==> src/rtl/argmin_serial_ctrl_pkg.sv <==
// Shared census argmin definitions: state encoding, default cost width and a
// ceil(log2) helper used to size the disparity index.
package argmin_serial_ctrl_pkg;

  localparam int unsigned COST_WIDTH = 8;

  typedef enum logic {
    ST_ACCUM = 1'b0,
    ST_DONE  = 1'b1
  } state_t;

  // ceil(log2(n)); returns 0 for n <= 1
  function automatic int unsigned clog2(input int unsigned n);
    int unsigned r;
    r = 0;
    for (int unsigned i = 0; i < 32; i++) begin
      if ((64'd1 << i) < 64'(n)) r = i + 1;
    end
    return r;
  endfunction

endpackage

==> src/rtl/argmin_serial_ctrl_update.sv <==
// Combinational compare/select slice for the serial argmin.
// Ports:
//   first     - beat is idx 0 of a pixel; it seeds the running minimum
//   in_cost   - incoming cost
//   in_idx    - disparity index of the incoming cost
//   best_cost - running minimum so far
//   best_idx  - index of the running minimum
//   nxt_cost  - updated minimum
//   nxt_idx   - updated index
module argmin_update #(
  parameter int unsigned WIDTH      = 8,
  parameter int unsigned ADDR_WIDTH = 6
) (
  input  logic                  first,
  input  logic [WIDTH-1:0]      in_cost,
  input  logic [ADDR_WIDTH-1:0] in_idx,
  input  logic [WIDTH-1:0]      best_cost,
  input  logic [ADDR_WIDTH-1:0] best_idx,
  output logic [WIDTH-1:0]      nxt_cost,
  output logic [ADDR_WIDTH-1:0] nxt_idx
);

  // Strict less-than: on a tie the earlier (lower) index is kept.
  always_comb begin
    nxt_cost = best_cost;
    nxt_idx  = best_idx;
    if (first || (in_cost < best_cost)) begin
      nxt_cost = in_cost;
      nxt_idx  = in_idx;
    end
  end

endmodule

==> src/rtl/argmin_serial_ctrl.sv <==
// Sequential argmin engine: consumes NUM_DISP cost beats per pixel and
// reports the minimum cost and its disparity index.
// Ports:
//   clk, rst            - clock (rising edge), async active-high reset
//   en                  - global enable; 0 freezes all state
//   flush               - synchronous abort of the current pixel
//   in_valid/in_ready   - cost beat handshake; in_cost, in_last payload
//   out_valid/out_ready - result handshake; out_cost, out_disp payload
//   err_len             - sticky in_last vs. beat-count mismatch
module argmin_serial_ctrl
  import argmin_serial_ctrl_pkg::*;
#(
  parameter int unsigned WIDTH      = COST_WIDTH,
  parameter int unsigned NUM_DISP   = 64,
  parameter int unsigned ADDR_WIDTH = clog2(NUM_DISP)
) (
  input  logic                  clk,
  input  logic                  rst,
  input  logic                  en,
  input  logic                  flush,
  input  logic                  in_valid,
  output logic                  in_ready,
  input  logic [WIDTH-1:0]      in_cost,
  input  logic                  in_last,
  output logic                  out_valid,
  input  logic                  out_ready,
  output logic [WIDTH-1:0]      out_cost,
  output logic [ADDR_WIDTH-1:0] out_disp,
  output logic                  err_len
);

  localparam logic [ADDR_WIDTH-1:0] LAST_IDX = ADDR_WIDTH'(NUM_DISP - 1);

  state_t                state;
  logic [ADDR_WIDTH-1:0] idx;
  logic [WIDTH-1:0]      best_cost;
  logic [ADDR_WIDTH-1:0] best_idx;
  logic [WIDTH-1:0]      nxt_cost;
  logic [ADDR_WIDTH-1:0] nxt_idx;
  logic                  accept;
  logic                  xfer;
  logic                  at_last;

  // In DONE a beat is only taken when the result leaves the same cycle.
  assign in_ready = ~rst & en & ~flush & ((state == ST_ACCUM) | out_ready);
  assign accept   = in_valid & in_ready;
  assign xfer     = out_valid & out_ready & en & ~flush;
  assign at_last  = (idx == LAST_IDX);

  argmin_update #(
    .WIDTH      (WIDTH),
    .ADDR_WIDTH (ADDR_WIDTH)
  ) u_update (
    .first     (idx == '0),
    .in_cost   (in_cost),
    .in_idx    (idx),
    .best_cost (best_cost),
    .best_idx  (best_idx),
    .nxt_cost  (nxt_cost),
    .nxt_idx   (nxt_idx)
  );

  // Controller state, running minimum and registered result.
  always_ff @(posedge clk or posedge rst) begin
    if (rst) begin
      state     <= ST_ACCUM;
      idx       <= '0;
      best_cost <= '0;
      best_idx  <= '0;
      out_valid <= 1'b0;
      out_cost  <= '0;
      out_disp  <= '0;
      err_len   <= 1'b0;
    end else if (en) begin
      if (flush) begin
        state     <= ST_ACCUM;
        idx       <= '0;
        out_valid <= 1'b0;
        err_len   <= 1'b0;
      end else begin
        if (xfer) begin
          state     <= ST_ACCUM;
          out_valid <= 1'b0;
        end
        if (accept) begin
          best_cost <= nxt_cost;
          best_idx  <= nxt_idx;
          if (in_last != at_last) err_len <= 1'b1;
          if (at_last) begin
            out_cost  <= nxt_cost;
            out_disp  <= nxt_idx;
            out_valid <= 1'b1;
            state     <= ST_DONE;
            idx       <= '0;
          end else begin
            idx <= idx + ADDR_WIDTH'(1);
          end
        end
      end
    end
  end

endmodule

==> config.mk <==
export PLATFORM = sky130hd
export DESIGN_NAME = argmin_serial_ctrl
export DESIGN_NICKNAME = d
export VERILOG_FILES = /design/src/rtl/argmin_serial_ctrl_pkg.sv /design/src/rtl/argmin_serial_ctrl_update.sv /design/src/rtl/argmin_serial_ctrl.sv
export SDC_FILE = /design/constraint.sdc
export NUM_CORES = 1
export LEC_CHECK = 0
export BUFFER_PORTS_ARGS = -buffer_cell sky130_fd_sc_hd__buf_2
export CORE_ASPECT_RATIO = 0.6
export CORE_MARGIN = 1
export CORE_UTILIZATION = 38
export CTS_BUF_LIST = sky130_fd_sc_hd__clkbuf_16
export CTS_CLUSTER_SIZE = 25
export DETAILED_ROUTE_END_ITERATION = 16
export GPL_TIMING_DRIVEN = 1
export SYNTH_ARGS = -nofsm -noshare
export SYNTH_HDL_FRONTEND = slang
export SYNTH_SLANG_ARGS = --single-unit
==> constraint.sdc <==
create_clock -name clk -period 2.9 [get_ports clk]
set_input_delay 0.29 -clock clk [delete_from_list [all_inputs] [get_ports clk]]
set_output_delay 0.29 -clock clk [all_outputs]
set_load 0.02 [all_outputs]
======== Word-level counts from Yosys, hierarchy flattened ========
Cells that the tools add are included.
word-level totals
  input bits .............................. 15
  bits in registers ....................... 37
operators by class
  add/subtract/negate cells ............... 1
  reduce and logical (&&, ||, !) cells .... 8
  equal/unequal tests ..................... 2
  bitwise operators ....................... 11
  order comparisons ....................... 1
  muxes and demuxes ....................... 16
operators by type and width
  kind                   count
  $mux W6                4
  $mux W1                11
  $lt A8 B8 Y1           1
  $mux W8                1
  $and A1 B1 Y1          7
  $add A6 B1 Y6 const B  1
  $eq A6 B6 Y1 const B   1
  $logic_not A6 Y1       1
  $reduce_and A3 Y1      2
  $reduce_and A4 Y1      1
  $reduce_bool A2 Y1     2
  $not A1 Y1             3
  $reduce_and A2 Y1      1
  $logic_or A1 B1 Y1     1
  $ne A1 B1 Y1           1
  $or A1 B1 Y1           1

======== Logic depth before layout (Yosys ltp) ========
  depth in word-level cells ............... 7
  gate-level depth with buffers ........... 8
  gate-level depth less buffers ........... 7

======== Hierarchy ========
From an unflattened synthesis, not the netlist that was laid out.
second synthesis, totals
  cells, all modules ...................... 188
  area total of the unflattened synthesis .. 1,971.9 sq um
modules (own cells, without submodules)
  module              area each (sq um)  cells an instance  instances
  argmin_serial_ctrl  1,604.0            148                1
  argmin_update       367.9              40                 1

======== Worst setup path after synthesis ========
Ideal clock, no wire load.
  path type ............................... reg-to-reg
  from .................................... reg best_cost[1]
  to ...................................... reg best_cost[0]
  path buffers ............................ 1
  cell stages (with the launch flop) ...... 8
  data arrival time ....................... 1,964 ps
  data required time ...................... 2,775 ps
  period minus slack after synthesis ...... 2,089 ps
  setup slack ............................. 811 ps
  library setup time ...................... 125 ps
  cell sequence ........................... dfrtp_1 inv_1 ha_1 a2111o_1 a31o_2 a21oi_4 buf_12 mux2_4
between the ends
  longest elaborated chain between the ends .. 3
ends and longest elaborated chain
  item                    RTL line                         RTL
  from (decl)             argmin_serial_ctrl.sv:36         logic [WIDTH-1:0] best_cost;
  from (signal assigned)  argmin_serial_ctrl.sv:86         best_cost <= nxt_cost;
  $lt A8 B8 Y1            argmin_serial_ctrl_update.sv:27  if (first || (in_cost < best_cost)) begin
  $logic_or A1 B1 Y1      argmin_serial_ctrl_update.sv:27
  $mux W8                 argmin_serial_ctrl_update.sv:27
Every way passes these cells.
A chain may end at the register's enable or synchronous reset.

======== Final worst setup path ========
  from .................................... reg best_cost[1]
  to ...................................... reg best_cost[6]
Same word-level chain as after synthesis.

==> flow_summary.yaml <==
outcome:
  outcome: "finished clean"
synth:
  ys_types: 29
  syn_avg_cell_area_sq_um: 9.996
  syn_area_sq_um: 1909
  synth_seq_cells: 37
  synthesis.nets: 215
  syn-instance-count: 191
  ys_seq_area_share_pct: 48.49
  ys_warn_count: 0
timing:
  worstMarginPinSlew_ps: 636.3
  fin_skew_ps: 3.344
  finalSetupViolations: 0
  fin_crit_sh_pct: 81.59
  max_freq_mhz: 422.6
  fin_crit_ps: 2366
  fin_tns_setup_ps: 0
  maxSlewViolCount: 0
  slew_headroom_pct: 57.13
  rsz0062_at_grt: "no"
  finalHoldViolations: 0
floorplanning:
  die_w_microns: 93.51
  dieHeight_microns: 56.91
  io_pins: 32
  die_area_sq_um: 5321
  core_sq_um: 4707
  rows: 19
  start_util_pct: 40.56
clock_network:
  clock_path_buffers: 2
  postCtsSetupRepairBufs: 0
  hold_buffers: 0
  h-tree-depth: 2
  cts_made_buffers: 5
  cts_tree: "built"
  post_cts_resize_count: 0
  cts.sinks: 37
  clk_latency_ps: 280
  path_clk_slew_ps: 50
  cts-root-buf: "clkbuf_16"
critical_path:
  cp-start-kind: "flop"
  cp_max_fo: 15
  path_class: "reg2reg"
  critPathCaptureType: "flop"
  worstPathRequired_ps: 3060
  worstPathArrival_ps: 2530
power:
  power.switching_mw: 0.4035
  power_density_nw_per_um2: 607.7
  p_leak_nw: 1.167
  pwr-share-clk_pct: 35.9
  power.total_mw: 1.394
  irDropWorstVdd_mv: 0.2289
  seqPwrFrac_pct: 43.0
  swShare_pct: 28.95
  p_comb_share_pct: 21.2
  p_int_mw: 0.9902
cells_and_area:
  nets: 253
  layout-drive-gt1-share_pct: 25.65
  layout_commonest_cell: "dfrtp_1"
  final_cell_mix: "dfrtp_1, buf_2, o21ai_0"
  antenna_cells: 0
  syn_to_final_growth_pct: 20.12
global_route:
  grt_max_degree: 38
  grt_overflow: 0
  grt_pass1_vias: 1496
  antenna_found_initial: 0
  track_usage_pct: 19.07
  grt_pass1_wl_mm: 7.465
place:
  hpwlAfterDp_mm: 3.032
  place.gp.congestion: 0.8044
  port_buffers: 31
routing:
  detailroute.via_count: 1535
  vias_per_cell: 5.239
  drt-total-wl_mm: 4.450
  drc_errors: 0
  postRouteAntennaNets: 0
  dr.first_iter.drc_count: 53
  firstDrtPassIters: 6
  wl_per_cell_microns: 15.19
flow_run:
  max_cap_viol_count: 0
min_path:
  holdCritPathClass: "in2async"
==> sequential cells by signal, summed over array words and instances (netlist names) <==
signal and count:
best_cost 8, out_cost 8, best_idx 6, idx 6, out_disp 6, err_len 1
out_valid 1, state 1
==> cells in the mapped netlist <==
master / number / area share [%]
buf_1: 1 / 0.20
nor2_1: 19 / 3.7
nand3_1: 7 / 1.8
mux2_4: 9 / 7.1
nand2_1: 10 / 2.0
inv_1: 12 / 2.4
clkbuf_1: 6 / 1.2
nand4b_1: 1 / 0.46
nor3_1: 1 / 0.26
and3_1: 4 / 1.3
a2111o_1: 1 / 0.59
buf_12: 1 / 1.0
xnor2_1: 1 / 0.46
o31ai_1: 2 / 0.79
a31oi_1: 11 / 3.6
dfrtp_1: 37 / 48
a31o_2: 1 / 0.46
or4_1: 1 / 0.39
a21oi_4: 1 / 0.85
nor4_1: 2 / 0.66
mux2_2: 4 / 2.4
a21oi_1: 20 / 5.2
ha_1: 9 / 5.9
nand2b_1: 3 / 0.98
a22o_1: 1 / 0.46
a311oi_1: 1 / 0.46
nor2b_1: 1 / 0.33
o21ai_0: 23 / 6.0
and4b_1: 1 / 0.52
==> power groups by stage <==
stage                     Clock [mW]  Combinational, mW  Sequential [mW]
after floorplan                    0              0.196            0.603
after global placement             0              0.285            0.606
after detailed placement           0              0.293            0.607
after CTS                      0.516              0.298            0.598
after global routing           0.542              0.330            0.606
final                          0.500              0.295            0.599
==> critical path, stage by stage, from the launching register on <==
cell,delay [ps]
dfrtp_1,370
inv_1,50
ha_1,270
a2111o_1,440
a31o_2,360
a21oi_4,200
buf_4,210
mux2_2,340
==> kinds of logic (layout without fill, tap and decap cells) <==
kind of cell	Yosys count	in the layout	share of synthesized area [%]
XOR/XNOR	1	1	0.4588
flip-flops	37	37	48.49
multiplexers	13	13	9.436
adder cells (fa/ha/maj)	9	9	5.898
buffers and inverters	20	59	4.783
AO/OA/AOI/OAI	61	61	18.48
AND/OR/NAND/NOR	50	50	12.45
==> worst paths after layout <==
| kind | from | endpoint | slack (ps) | cells past startpoint |
|---|---|---|---|---|
| max | best_cost[1]$_DFFE_PP0P_ | best_cost[6]$_DFFE_PP0P_ | 530 | 7 |
| min reg2reg | state$_DFFE_PP0P_ | state$_DFFE_PP0P_ | 510 | 2 |
| min | rst | out_cost[2]$_DFFE_PP0P_ | 140 | 3 |
| max reg2reg | best_cost[1]$_DFFE_PP0P_ | best_cost[6]$_DFFE_PP0P_ | 530 | 7 |
| max in group asynchronous | rst | out_cost[6]$_DFFE_PP0P_ | 2430 | 3 |
| min in group clk | en | err_len$_DFFE_PP0P_ | 250 | 2 |
==> per-stage QoR <==
step	area, sq um	instances	hold slack, ps	worst slack, ps	utilization, %
detailed placement	2157	285	454.3	572.4	45.83
global placement	2157	285	459.6	596.2	45.83
finish	2293	293	138.4	533.8	48.72
floorplan	1909	191	375.8	810.7	-
CTS	2293	293	159.2	554.4	48.72
global route	2293	293	204.3	454.3	48.72
==> final cells by class <==
cell class | count | area, sq um
clock buffer | 5 | 125.1
clock inverter | 3 | 11.26
fill | 458 | 2414
inverter | 12 | 45.04
multi-input combinational | 134 | 892.1
sequential | 37 | 925.9
tap | 63 | 78.83
timing repair buffer | 39 | 215.2
==> routing by layer <==
metal  vias to the layer above  routed length [microns]  global-route usage (%)
li1                        762                        -                       -
met1                       731                     2375                   28.27
met2                        34                     1787                   25.53
met3                         8                      229                   6.369
met4                         0                       57                   7.033
met5                         -                        0                       0
Power figures use the tool's default switching activity.
